==> src/rtl/registro_tablero_pkg.sv <==
// Shared constants and types for the tic-tac-toe board writer.
// Cell codes, FSM states and board size.
package registro_tablero_pkg;

    localparam int NUM_CELDAS = 9;

    localparam logic [1:0] VACIO = 2'b00;
    localparam logic [1:0] JUG_X = 2'b01;
    localparam logic [1:0] JUG_O = 2'b10;

    typedef enum logic {
        JUEGO = 1'b0,
        FIN   = 1'b1
    } estado_t;

    // Player that moves after the given one.
    function automatic logic [1:0] otro_jugador(input logic [1:0] j);
        return (j == JUG_X) ? JUG_O : JUG_X;
    endfunction

endpackage

==> src/rtl/registro_tablero_if.sv <==
// Move request/response bundle and board outputs of the writer.
// master drives requests, slave is the board writer.
interface registro_tablero_if;
    logic       nuevo_juego;
    logic       mov_valido;
    logic [3:0] mov_pos;
    logic       fin_juego;
    logic [1:0] pos1, pos2, pos3;
    logic [1:0] pos4, pos5, pos6;
    logic [1:0] pos7, pos8, pos9;
    logic [1:0] turno;
    logic       mov_ack;
    logic       mov_error;
    logic [3:0] num_movs;
    logic       bloqueado;

    modport master (
        output nuevo_juego, mov_valido, mov_pos, fin_juego,
        input  pos1, pos2, pos3, pos4, pos5, pos6, pos7, pos8, pos9,
        input  turno, mov_ack, mov_error, num_movs, bloqueado
    );

    modport slave (
        input  nuevo_juego, mov_valido, mov_pos, fin_juego,
        output pos1, pos2, pos3, pos4, pos5, pos6, pos7, pos8, pos9,
        output turno, mov_ack, mov_error, num_movs, bloqueado
    );
endinterface

==> src/rtl/registro_tablero_decodificador_celda.sv <==
// One-hot decode of a 1..9 cell index.
// Out-of-range indices give no select and o_valido = 0.
module registro_tablero_decodificador_celda
    import registro_tablero_pkg::*;
(
    input  logic [3:0]            i_pos,
    output logic [NUM_CELDAS-1:0] o_sel,
    output logic                  o_valido
);

    // Range check, then set the single select bit.
    always_comb begin
        o_valido = (i_pos >= 4'd1) && (i_pos <= 4'd9);
        o_sel    = '0;
        if (o_valido) begin
            o_sel[i_pos - 4'd1] = 1'b1;
        end
    end

endmodule

==> src/rtl/registro_tablero.sv <==
// Board-state writer: validates moves, writes cells, tracks turn.
// Freezes the board once the game is won or the board is full.
module registro_tablero
    import registro_tablero_pkg::*;
#(
    parameter logic [1:0] PRIMER_JUGADOR = 2'b01
) (
    input logic                clk,
    input logic                rst_n,
    registro_tablero_if.slave  tab
);

    logic [1:0]            r_celda [NUM_CELDAS];
    logic [1:0]            r_turno;
    logic [3:0]            r_num;
    logic                  r_ack;
    logic                  r_err;
    estado_t               r_estado;

    logic [NUM_CELDAS-1:0] w_sel;
    logic                  w_pos_ok;
    logic [NUM_CELDAS-1:0] w_ocup;
    logic                  w_ocupada;
    logic                  w_legal;

    registro_tablero_decodificador_celda u_dec (
        .i_pos    (tab.mov_pos),
        .o_sel    (w_sel),
        .o_valido (w_pos_ok)
    );

    // Occupancy of the addressed cell and move legality.
    always_comb begin
        for (int i = 0; i < NUM_CELDAS; i++) begin
            w_ocup[i] = (r_celda[i] != VACIO);
        end
        w_ocupada = |(w_sel & w_ocup);
        w_legal   = w_pos_ok && !w_ocupada && !tab.fin_juego;
    end

    // Game FSM with the board, turn, count and pulse registers.
    always_ff @(posedge clk or negedge rst_n) begin
        if (!rst_n) begin
            for (int i = 0; i < NUM_CELDAS; i++) begin
                r_celda[i] <= VACIO;
            end
            r_turno  <= PRIMER_JUGADOR;
            r_num    <= 4'd0;
            r_ack    <= 1'b0;
            r_err    <= 1'b0;
            r_estado <= JUEGO;
        end else begin
            r_ack <= 1'b0;
            r_err <= 1'b0;
            if (tab.nuevo_juego) begin
                for (int i = 0; i < NUM_CELDAS; i++) begin
                    r_celda[i] <= VACIO;
                end
                r_turno  <= PRIMER_JUGADOR;
                r_num    <= 4'd0;
                r_estado <= JUEGO;
            end else begin
                unique case (r_estado)
                    JUEGO: begin
                        if (tab.mov_valido && w_legal) begin
                            for (int i = 0; i < NUM_CELDAS; i++) begin
                                if (w_sel[i]) begin
                                    r_celda[i] <= r_turno;
                                end
                            end
                            r_turno <= otro_jugador(r_turno);
                            r_num   <= r_num + 4'd1;
                            r_ack   <= 1'b1;
                            if (r_num == 4'(NUM_CELDAS - 1)) begin
                                r_estado <= FIN;
                            end
                        end else begin
                            r_err <= tab.mov_valido;
                            if (tab.fin_juego) begin
                                r_estado <= FIN;
                            end
                        end
                    end
                    FIN: begin
                        r_err <= tab.mov_valido;
                    end
                    default: r_estado <= JUEGO;
                endcase
            end
        end
    end

    assign tab.pos1      = r_celda[0];
    assign tab.pos2      = r_celda[1];
    assign tab.pos3      = r_celda[2];
    assign tab.pos4      = r_celda[3];
    assign tab.pos5      = r_celda[4];
    assign tab.pos6      = r_celda[5];
    assign tab.pos7      = r_celda[6];
    assign tab.pos8      = r_celda[7];
    assign tab.pos9      = r_celda[8];
    assign tab.turno     = r_turno;
    assign tab.num_movs  = r_num;
    assign tab.mov_ack   = r_ack;
    assign tab.mov_error = r_err;
    assign tab.bloqueado = (r_estado == FIN);

endmodule

==> src/flat_wrapper.sv <==
// flat-port wrapper written by rule: the top's interface ports become plain ports
module registro_tablero_flat import registro_tablero_pkg::*;
#(
    parameter logic [1:0] PRIMER_JUGADOR = 2'b01
)
  (clk, rst_n, tab_nuevo_juego, tab_mov_valido, tab_mov_pos, tab_fin_juego, tab_pos1, tab_pos2, tab_pos3, tab_pos4, tab_pos5, tab_pos6, tab_pos7, tab_pos8, tab_pos9, tab_turno, tab_mov_ack, tab_mov_error, tab_num_movs, tab_bloqueado);
  registro_tablero_if tab_i ();
  input logic clk;
  input logic rst_n;
  input wire logic [$bits(tab_i.nuevo_juego)-1:0] tab_nuevo_juego;
  input wire logic [$bits(tab_i.mov_valido)-1:0] tab_mov_valido;
  input wire logic [$bits(tab_i.mov_pos)-1:0] tab_mov_pos;
  input wire logic [$bits(tab_i.fin_juego)-1:0] tab_fin_juego;
  output wire logic [$bits(tab_i.pos1)-1:0] tab_pos1;
  output wire logic [$bits(tab_i.pos2)-1:0] tab_pos2;
  output wire logic [$bits(tab_i.pos3)-1:0] tab_pos3;
  output wire logic [$bits(tab_i.pos4)-1:0] tab_pos4;
  output wire logic [$bits(tab_i.pos5)-1:0] tab_pos5;
  output wire logic [$bits(tab_i.pos6)-1:0] tab_pos6;
  output wire logic [$bits(tab_i.pos7)-1:0] tab_pos7;
  output wire logic [$bits(tab_i.pos8)-1:0] tab_pos8;
  output wire logic [$bits(tab_i.pos9)-1:0] tab_pos9;
  output wire logic [$bits(tab_i.turno)-1:0] tab_turno;
  output wire logic [$bits(tab_i.mov_ack)-1:0] tab_mov_ack;
  output wire logic [$bits(tab_i.mov_error)-1:0] tab_mov_error;
  output wire logic [$bits(tab_i.num_movs)-1:0] tab_num_movs;
  output wire logic [$bits(tab_i.bloqueado)-1:0] tab_bloqueado;
  assign tab_i.nuevo_juego = tab_nuevo_juego;
  assign tab_i.mov_valido = tab_mov_valido;
  assign tab_i.mov_pos = tab_mov_pos;
  assign tab_i.fin_juego = tab_fin_juego;
  assign tab_pos1 = tab_i.pos1;
  assign tab_pos2 = tab_i.pos2;
  assign tab_pos3 = tab_i.pos3;
  assign tab_pos4 = tab_i.pos4;
  assign tab_pos5 = tab_i.pos5;
  assign tab_pos6 = tab_i.pos6;
  assign tab_pos7 = tab_i.pos7;
  assign tab_pos8 = tab_i.pos8;
  assign tab_pos9 = tab_i.pos9;
  assign tab_turno = tab_i.turno;
  assign tab_mov_ack = tab_i.mov_ack;
  assign tab_mov_error = tab_i.mov_error;
  assign tab_num_movs = tab_i.num_movs;
  assign tab_bloqueado = tab_i.bloqueado;
  registro_tablero #(.PRIMER_JUGADOR(PRIMER_JUGADOR)) u_core (.clk(clk), .rst_n(rst_n), .tab(tab_i));
endmodule
==> config.mk <==
export PLATFORM = sky130hd
export DESIGN_NAME = registro_tablero_flat
export DESIGN_NICKNAME = d
export VERILOG_FILES = /design/src/rtl/registro_tablero_pkg.sv /design/src/rtl/registro_tablero_if.sv /design/src/rtl/registro_tablero_decodificador_celda.sv /design/src/rtl/registro_tablero.sv /design/src/flat_wrapper.sv
export SDC_FILE = /design/constraint.sdc
export NUM_CORES = 1
export LEC_CHECK = 0
export ABC_AREA = 0
export BUFFER_PORTS_ARGS = -buffer_cell sky130_fd_sc_hd__buf_2
export CAP_MARGIN = 25
export CORE_MARGIN = 4
export CORE_UTILIZATION = 45
export CTS_BUF_LIST = sky130_fd_sc_hd__clkbuf_2
export DETAILED_ROUTE_END_ITERATION = 6
export PLACE_DENSITY_LB_ADDON = 0.3
export SYNTH_ARGS = -nofsm -noshare
export SYNTH_HDL_FRONTEND = slang
export SYNTH_HIERARCHICAL = 1
export SYNTH_SLANG_ARGS = --single-unit
export TNS_END_PERCENT = 50
==> constraint.sdc <==
create_clock -name clk -period 4.49 [get_ports clk]
set_input_delay 0.449 -clock clk [delete_from_list [all_inputs] [get_ports clk]]
set_output_delay 0.449 -clock clk [all_outputs]
set_load 0.03 [all_outputs]
==> results.json, run 1 <==
{
  "switchingPower_mw": 0.104,
  "drtIter0Drc": 36,
  "firstDrtPassIters": 4,
  "leakage_nw": 0.766,
  "dieArea_mm2": 0.00379,
  "syn_nets": 145,
  "clk_pin_slew_worst_paths_ns": 0.24,
  "synthArstFlopShare": 1.00,
  "rsz0062_at_grt": "no",
  "die_x_um": 61.6,
  "crit_path_start": "tab_mov_pos[1]",
  "sw_frac_of_total": 0.268,
  "syn_area_mm2": 0.00129,
  "relSlewSlack": 0.527,
  "insertion_delay_ns": 0.34,
  "core_mm2": 0.00276,
  "drive_above_1_share": 0.269,
  "n_fill_cell": 261,
  "r2r-start": "u_core/tab.pos2[1]$_DFFE_PN0P_",
  "ios": 36,
  "diodes": 0,
  "ys_types": 31,
  "clock_sinks": 27,
  "clockRootBuffer": "clkbuf_2",
  "cp-start-kind": "input pin",
  "setup_violations": 0,
  "dp_hpwl_mm": 2.11,
  "fin_ws_ns": 2.27,
  "grt_antenna_before_repair": 0,
  "max-vdd-ir-drop_uv": 217,
  "grt_overflow": 0,
  "cp_max_fo": 14,
  "total_power_mw": 0.389,
  "placed_area_mm2": 0.00148,
  "clock.fmax_ghz": 0.451,
  "cts_max_level": 1,
  "pwr-share-seq": 0.651,
  "via_per_inst": 5.57,
  "p_int_mw": 0.284,
  "crit_path_end": "u_core/tab.turno[0]$_DFFE_PN1P_",
  "drc": 0,
  "whs_ns": 0.0518,
  "portBuffers": 35,
  "cts_inserted_buffers": 3,
  "wl_mm": 2.82,
  "grt_max_degree": 29,
  "num_vias": 1102,
  "combPwrFrac": 0.115,
  "pwr_density_cell_mw_per_mm2": 260,
  "r2r_slack_ns": 2.37,
  "yosys_warnings": 6,
  "grt_pass1_wl_mm": 4.42,
  "post-route-period-util": 0.493,
  "slew_violations": 0,
  "endpoint_kind": "flop",
  "cts_resized": 0,
  "routabilityCongestion": 0.807,
  "critical_path_class": "in2reg",
  "ant_nets": 0,
  "reg2regPathDepth": 6,
  "syn_area_per_cell_um2": 9.65,
  "synth_edf_count": 0,
  "period_needed_ns": 2.22,
  "postSynthCellCount": 134,
  "r2r-end": "u_core/tab.turno[0]$_DFFE_PN1P_",
  "hp-class": "in2async",
  "design_area_mm2": 0.00150,
  "fin_skew_ns": 0.00761,
  "tightest_slew_ns": 0.704,
  "tns_ns": 0,
  "start_util": 0.469,
  "row_count": 19,
  "required_ns": 4.79,
  "fin_nets": 179,
  "maxCapViolCount": 0,
  "areaGrowthSynthToFinish_pct": 15.8,
  "finalHoldViolCount": 0,
  "cts_hold_buf": 0,
  "postCtsSetupRepairBufs": 0,
  "grt_usage": 0.159,
  "status": "finished, final reports clean",
  "grt_pass1_vias": 968,
  "die_y_um": 61.6,
  "synth-main-ff-cell": "dfrtp_1",
  "ys_seq_area_frac": 0.524,
  "dp_slack_ns": 1.92,
  "ys_ff_latch": 27,
  "p_clk_frac": 0.235,
  "arrival_ns": 2.52,
  "wl_per_cell_um": 14.2,
  "clockBufferDepth": 2,
  "cts_tree": "yes"
}
cell usage in the layout (no fill, tap or decap):
cell type	n
a31oi_1	18
mux2i_1	4
buf_4	1
inv_1	4
a21bo_2	1
xnor2_1	1
clkbuf_2	4
dfrtp_1	26
o21ai_0	3
nand2b_1	4
o21ai_1	7
or4_1	1
a21o_1	1
nand2_1	4
nand4_1	2
nor3_1	4
or2_1	1
or3_1	1
ha_1	2
nand3_1	1
nor3b_1	1
nand4b_1	2
nor3_2	2
nor4_4	1
nand3b_1	1
and3_1	1
dfstp_2	1
a21oi_1	2
buf_2	35
nor2b_1	2
nor2_1	29
Yosys cell counts, drive strengths merged (2+ instances only):
| library cell | instances | share of area |
|---|---|---|
| dfrtp | 26 | 0.50 |
| a31oi | 18 | 0.087 |
| clkbuf | 5 | 0.015 |
| nand4b | 2 | 0.014 |
| a21oi | 2 | 0.0077 |
| inv | 4 | 0.012 |
| buf | 2 | 0.015 |
| nor3 | 6 | 0.031 |
| nor2 | 29 | 0.084 |
| nand2 | 4 | 0.012 |
| nand4 | 2 | 0.0097 |
| mux2i | 4 | 0.031 |
| nor2b | 2 | 0.0097 |
| o21ai | 10 | 0.039 |
| nand2b | 4 | 0.019 |
| ha | 2 | 0.019 |
per-stage QoR:
step | instances | utilization
detailed placement | 194 | 0.535
CTS | 198 | 0.543
global placement | 194 | 0.535
floorplan | 134 | -
finish | 198 | 0.543
global route | 198 | 0.543
worst max-delay path: stages:
cell and delay [ns]:
buf_2 0.13, nor2_1 0.14, mux2i_1 0.22, nor2b_1 0.20, nand4b_1 0.17, nor4_4 0.56, buf_4 0.32, mux2i_1 0.21
or2_1 0.12
cell type report:
class                           instances  area [µm²]  area share
Tap cell                               31        38.8      0.0259
Sequential cell                        27         677       0.452
Timing Repair Buffer                   36         183       0.122
Clock buffer                            4        20.0      0.0134
Inverter                                4        15.0      0.0100
Multi-Input combinational cell         96         563       0.376
logic make-up after synthesis:
| logic type | count (synthesis) | share of synthesized area |
|---|---|---|
| muxes | 4 | 0.0310 |
| DFF | 27 | 0.524 |
| buffers and inverters | 11 | 0.0407 |
| and+or+nand+nor | 57 | 0.231 |
| adders and majority gates | 2 | 0.0194 |
| AOI/OAI and AO/OA | 32 | 0.147 |
| xor gates and xnor gates | 1 | 0.00678 |
how the worst min path moves through the flow:
stage                      from                             end  slack [ns]
final                     rst_n  u_core/tab.pos4[1]$_DFFE_PN0P_        0.05
after global routing      rst_n  u_core/tab.pos4[1]$_DFFE_PN0P_        0.05
after CTS                 rst_n  u_core/tab.pos4[1]$_DFFE_PN0P_        0.06
after detailed placement  rst_n  u_core/tab.pos4[1]$_DFFE_PN0P_        0.48
after global placement    rst_n  u_core/tab.pos4[1]$_DFFE_PN0P_        0.47
after floorplan           rst_n  u_core/tab.bloqueado$_DFF_PN0_        0.15
state kept, by name, summed over array words and instances, names as in the netlist:
register              count
u_core/tab.pos1           2
u_core/tab.turno          2
u_core/tab.pos7           2
u_core/tab.pos2           2
u_core/tab.mov_error      1
u_core/tab.pos5           2
u_core/tab.pos4           2
u_core/tab.pos9           2
u_core/tab.pos3           2
u_core/tab.bloqueado      1
u_core/tab.pos8           2
u_core/tab.mov_ack        1
u_core/tab.pos6           2
u_core/tab.num_movs       4
layer usage:
layer | part of all wire | vias to the layer above | GRT usage
li1 | - | 541 | -
met1 | 0.45 | 520 | 0.215
met2 | 0.48 | 39 | 0.259
met3 | 0.065 | 2 | 0.0273
met4 | 0.0057 | 0 | 0.0545
met5 | 0 | - | 0
power by group through the flow:
stage	Sequential (mW)	Clock, mW	Combinational, mW
floorplan	0.261	0	0.0228
global placement	0.257	0	0.0437
detailed placement	0.257	0	0.0449
CTS	0.253	0.0948	0.0452
global route	0.254	0.106	0.0491
finish	0.253	0.0912	0.0445
Note: power is estimated with default switching activity, not from simulation.
==> inputs of run 2 (changes only) <==
clock period = 2.1 ns   (was 4.49 ns; I/O delays follow)
==> results.json, run 2 (synthesis results as in run 1) <==
{
  "cp-start-kind": "flop",
  "min_to": "u_core/tab.mov_error$_DFF_PN0_",
  "fin_nets": 181,
  "ios": 36,
  "reg2regPathDepth": 6,
  "n_fill_cell": 262,
  "routabilityCongestion": 0.832,
  "grt_overflow": 0,
  "min_path_cells": 2,
  "drive_above_1_share": 0.272,
  "critical_path_class": "reg2reg",
  "grt_pass1_wl_mm": 5.09,
  "layout_common_cells": "buf_2, nor2_1, dfrtp_1, a31oi_1, o21ai_1",
  "firstDrtPassIters": 4,
  "crit_chain": "o21ai_1 > nand4_1 > nor4_4 > buf_4 > mux2i_1 > nor2_1",
  "wl_met2_mm": 1.51,
  "cp_max_fo": 14,
  "largest_reg_flops": 4,
  "drtIter0Drc": 31,
  "critical-path-slowest-cell": "dfrtp_1",
  "design_area_mm2": 0.00151,
  "die_y_um": 61.6,
  "grt_max_degree": 29,
  "post-route-period-util": 0.815,
  "finalHoldViolCount": 0,
  "r2r_slack_ns": 0.39,
  "hp-class": "in2reg",
  "core_mm2": 0.00276,
  "wl_met3_um": 190,
  "clk_pin_slew_worst_paths_ns": 0.25,
  "diodes": 0,
  "clockBufferDepth": 2,
  "via_per_inst": 5.59,
  "grt_antenna_before_repair": 0,
  "placed_area_mm2": 0.00148,
  "arrival_ns": 1.97,
  "clock_sinks": 27,
  "clockRootBuffer": "clkbuf_2",
  "pwr_density_cell_mw_per_mm2": 550,
  "endpoint_kind": "flop",
  "slowest_delay_ns": 0.46,
  "grt_usage": 0.179,
  "hold_start": "tab_mov_valido",
  "num_vias": 1118,
  "cts_tree": "yes",
  "cts_inserted_buffers": 3,
  "r2r-start": "u_core/tab.pos3[1]$_DFFE_PN0P_",
  "die_x_um": 61.6,
  "wl_mm": 3.05,
  "clock.fmax_ghz": 0.584,
  "ant_nets": 0,
  "row_count": 19,
  "rsz0062_at_grt": "no",
  "status": "finished, final reports clean",
  "areaGrowthSynthToFinish_pct": 17.1,
  "start_util": 0.469,
  "cts_hold_buf": 1,
  "path_buf_inv": 1,
  "post-route-util": 0.549,
  "leakage_nw": 0.776,
  "slew_violations": 0,
  "portBuffers": 35,
  "cts_resized": 0,
  "cp_top_family": "simple AND/OR/NAND/NOR gates",
  "insertion_delay_ns": 0.35,
  "routed.top_layer": "met4",
  "wl_per_cell_um": 15.2,
  "tightest_slew_ns": 0.597,
  "period_needed_ns": 1.71,
  "dp_cells": 195,
  "whs_ns": 0.122,
  "postCtsSetupRepairBufs": 0,
  "required_ns": 2.36,
  "cts_max_level": 1,
  "dieArea_mm2": 0.00379,
  "dp_hpwl_mm": 2.22,
  "setup_violations": 0,
  "wirelength_met1_mm": 1.33,
  "tns_ns": 0,
  "r2r-end": "u_core/tab.turno[1]$_DFFE_PN0P_",
  "finalNonFillerCells": 200,
  "maxCapViolCount": 0,
  "drc": 0,
  "max-vdd-ir-drop_uv": 308,
  "grt_pass1_vias": 1084,
  "layout.cells.most_common": "buf_2",
  "fin_skew_ns": 0.0148,
  "relSlewSlack": 0.602
}
[run 2: cell types whose count changed in the layout (fill, tap and decap cells not counted)]
cell,previous run,this run
buf_4,1,2
clkbuf_2,4,3
clkinv_2,0,1
dlygate4sd3_1,0,1
[run 2: how the worst max path moves through the flow]
stage                                   startpoint  slack [ns]                                 end  cells after the start
floorplan           u_core/tab.pos2[1]$_DFFE_PN0P_        0.30      u_core/tab.pos5[0]$_DFFE_PN0P_                      6
global placement                    tab_mov_pos[1]        0.27  u_core/tab.num_movs[1]$_DFFE_PN0P_                      9
detailed placement                  tab_mov_pos[1]        0.15     u_core/tab.turno[1]$_DFFE_PN0P_                      9
CTS                 u_core/tab.pos3[1]$_DFFE_PN0P_        0.41     u_core/tab.turno[1]$_DFFE_PN0P_                      6
global route        u_core/tab.pos8[1]$_DFFE_PN0P_        0.25  u_core/tab.num_movs[1]$_DFFE_PN0P_                      6
finish              u_core/tab.pos3[1]$_DFFE_PN0P_        0.39     u_core/tab.turno[1]$_DFFE_PN0P_                      6
[run 2: where the power goes]
part           internal, mW  switching (mW)  leakage (nW)
Combinational        0.0308          0.0688         0.389
Sequential            0.529          0.0122         0.371
Clock                0.0432           0.148        0.0164
[run 2: metrics by stage]
step	setup slack (ns)	power, mW
after detailed placement	0.149	0.650
after global placement	0.271	0.645
after floorplan	0.296	0.607
after CTS	0.411	0.847
final	0.389	0.832
after global routing	0.249	0.884
[run 2: layout make-up]
| class | count | area [µm²] | share of cell area |
|---|---|---|---|
| flip-flops and latches | 27 | 677 | 0.447 |
| inverters | 4 | 15.0 | 0.00992 |
| well taps | 31 | 38.8 | 0.0256 |
| multi-input cells | 96 | 563 | 0.372 |
| clock buffers | 3 | 15.0 | 0.00992 |
| clock inverters | 1 | 5.00 | 0.00331 |
| repair buffers | 38 | 200 | 0.132 |
[run 2: layer usage]
metal | up-vias | track usage
met1 | 536 | 0.236
li1 | 548 | -
met5 | - | 0
met3 | 2 | 0.0314
met2 | 32 | 0.293
met4 | 0 | 0.0636
==> inputs of run 3 (changes only) <==
clock period = 1.8 ns   (was 2.1 ns; I/O delays follow)
==> results.json, run 3 (synthesis results as in run 1) <==
{
  "grt_overflow": 0,
  "clock.fmax_ghz": 0.586,
  "slew_violations": 0,
  "diodes": 0,
  "grt_antenna_before_repair": 0,
  "r2r-start": "u_core/tab.pos1[1]$_DFFE_PN0P_",
  "grt_max_degree": 29,
  "cpMostUsedCell": "o21ai_0",
  "cts_tree": "yes",
  "slowest_delay_ns": 0.44,
  "insertion_delay_ns": 0.34,
  "grt_pass1_vias": 1099,
  "start_util": 0.469,
  "setup_violations": 0,
  "arrival_ns": 2.00,
  "routabilityCongestion": 0.796,
  "total_power_mw": 1.00,
  "row_count": 19,
  "finalHoldViolCount": 0,
  "max-vdd-ir-drop_uv": 430,
  "design_area_mm2": 0.00166,
  "layout.cells.most_common": "buf_2",
  "ios": 36,
  "clk_pin_slew_worst_paths_ns": 0.25,
  "cp_top_family": "simple AND/OR/NAND/NOR gates",
  "clockBufferDepth": 2,
  "placed_area_mm2": 0.00156,
  "drive_above_1_share": 0.352,
  "required_ns": 2.09,
  "largest_reg_flops": 4,
  "num_vias": 1195,
  "cts_inserted_buffers": 3,
  "hold_start": "tab_mov_valido",
  "critical_path_class": "reg2reg",
  "areaGrowthSynthToFinish_pct": 28.3,
  "clock_sinks": 27,
  "firstDrtPassIters": 4,
  "wl_per_cell_um": 15.1,
  "ant_nets": 0,
  "clockRootBuffer": "clkbuf_2",
  "drc": 0,
  "period_needed_ns": 1.71,
  "pwr_density_cell_mw_per_mm2": 604,
  "portBuffers": 35,
  "dieArea_mm2": 0.00379,
  "tightest_slew_ns": 0.608,
  "cp_max_fo": 2,
  "crit_path_start": "u_core/tab.pos1[1]$_DFFE_PN0P_",
  "wl_mm": 3.21,
  "critical-path-slowest-cell": "dfrtp_1",
  "fin_skew_ns": 0.00416,
  "dp_hpwl_mm": 2.24,
  "leakage_nw": 0.852,
  "grt_usage": 0.174,
  "fin_nets": 194,
  "tns_ns": 0,
  "layout_common_cells": "buf_2, nor2_1, dfrtp_1, a31oi_1, buf_4",
  "hp-class": "in2reg",
  "status": "finished, final reports clean",
  "rsz0062_at_grt": "no",
  "maxCapViolCount": 0,
  "cp-start-kind": "flop",
  "post-route-util": 0.601,
  "drtIter0Drc": 55,
  "via_per_inst": 5.61,
  "path_buf_inv": 0,
  "crit_chain": "o21ai_0 > nand2_1 > or3_1 > or4_1 > o21ai_0",
  "dp_cells": 203,
  "relSlewSlack": 0.594,
  "endpoint_kind": "flop",
  "die_x_um": 61.6,
  "post-route-period-util": 0.949,
  "die_y_um": 61.6,
  "grt_pass1_wl_mm": 4.93,
  "finalNonFillerCells": 213,
  "cts_max_level": 1,
  "core_mm2": 0.00276
}
==> run 3: changes by cell type in the layout (fill, tap and decap cells not counted), sizes merged <==
cell    change
buf        +12
clkbuf      +2
clkinv      -1
==> run 3: layout make-up <==
| type | count | area (µm²) |
|---|---|---|
| Fill cell | 239 | 1100 |
| Sequential cell | 27 | 678 |
| Multi-Input combinational cell | 96 | 578 |
| Timing Repair Buffer | 51 | 328 |
| Tap cell | 31 | 38.8 |
| Clock buffer | 4 | 20.0 |
| Inverter | 4 | 15.0 |
==> run 3: what timing repair did <==
item                       CTS  global route
resized for setup            0             4
hold buffers                 1             0
setup buffers                0             4
hold endpoints to repair    26             0
setup endpoints to repair    0             3
==> run 3: report_power, final <==
| group | switching (mW) | total [mW] | internal [mW] |
|---|---|---|---|
| sequential | 0.0141 | 0.632 | 0.618 |
| combinational | 0.0842 | 0.136 | 0.0518 |
| clock | 0.174 | 0.233 | 0.0587 |
| total | 0.273 | 1.00 | 0.728 |
==> run 3: worst paths after layout <==
kind | endpoint | slack (ns) | cells after the start
max | u_core/tab.bloqueado$_DFF_PN0_ | 0.09 | 5
min | u_core/tab.mov_error$_DFF_PN0_ | 0.1 | 2
max reg2reg | u_core/tab.bloqueado$_DFF_PN0_ | 0.09 | 5
min reg2reg | u_core/tab.pos8[0]$_DFFE_PN0P_ | 0.56 | 2
max in group asynchronous | u_core/tab.pos4[1]$_DFFE_PN0P_ | 1.06 | 2
min in group asynchronous | u_core/tab.pos4[0]$_DFFE_PN0P_ | 0.33 | 2
==> run 3: per-layer routing <==
| metal | track usage | vias to the layer above | wire [µm] |
|---|---|---|---|
| met5 | 0 | - | 0 |
| met4 | 0.0545 | 0 | 32 |
| met3 | 0.0273 | 4 | 144 |
| met2 | 0.288 | 38 | 1560 |
| met1 | 0.232 | 580 | 1480 |
| li1 | - | 573 | - |
==> run 3: per-stage QoR <==
step	worst slack, ns	hold slack (ns)
after floorplan	0.0000810	-0.116
after global placement	0.00515	0.211
after detailed placement	-0.0530	0.230
after CTS	0.0996	0.0656
after global routing	0.0177	0.0573
final	0.0922	0.0956
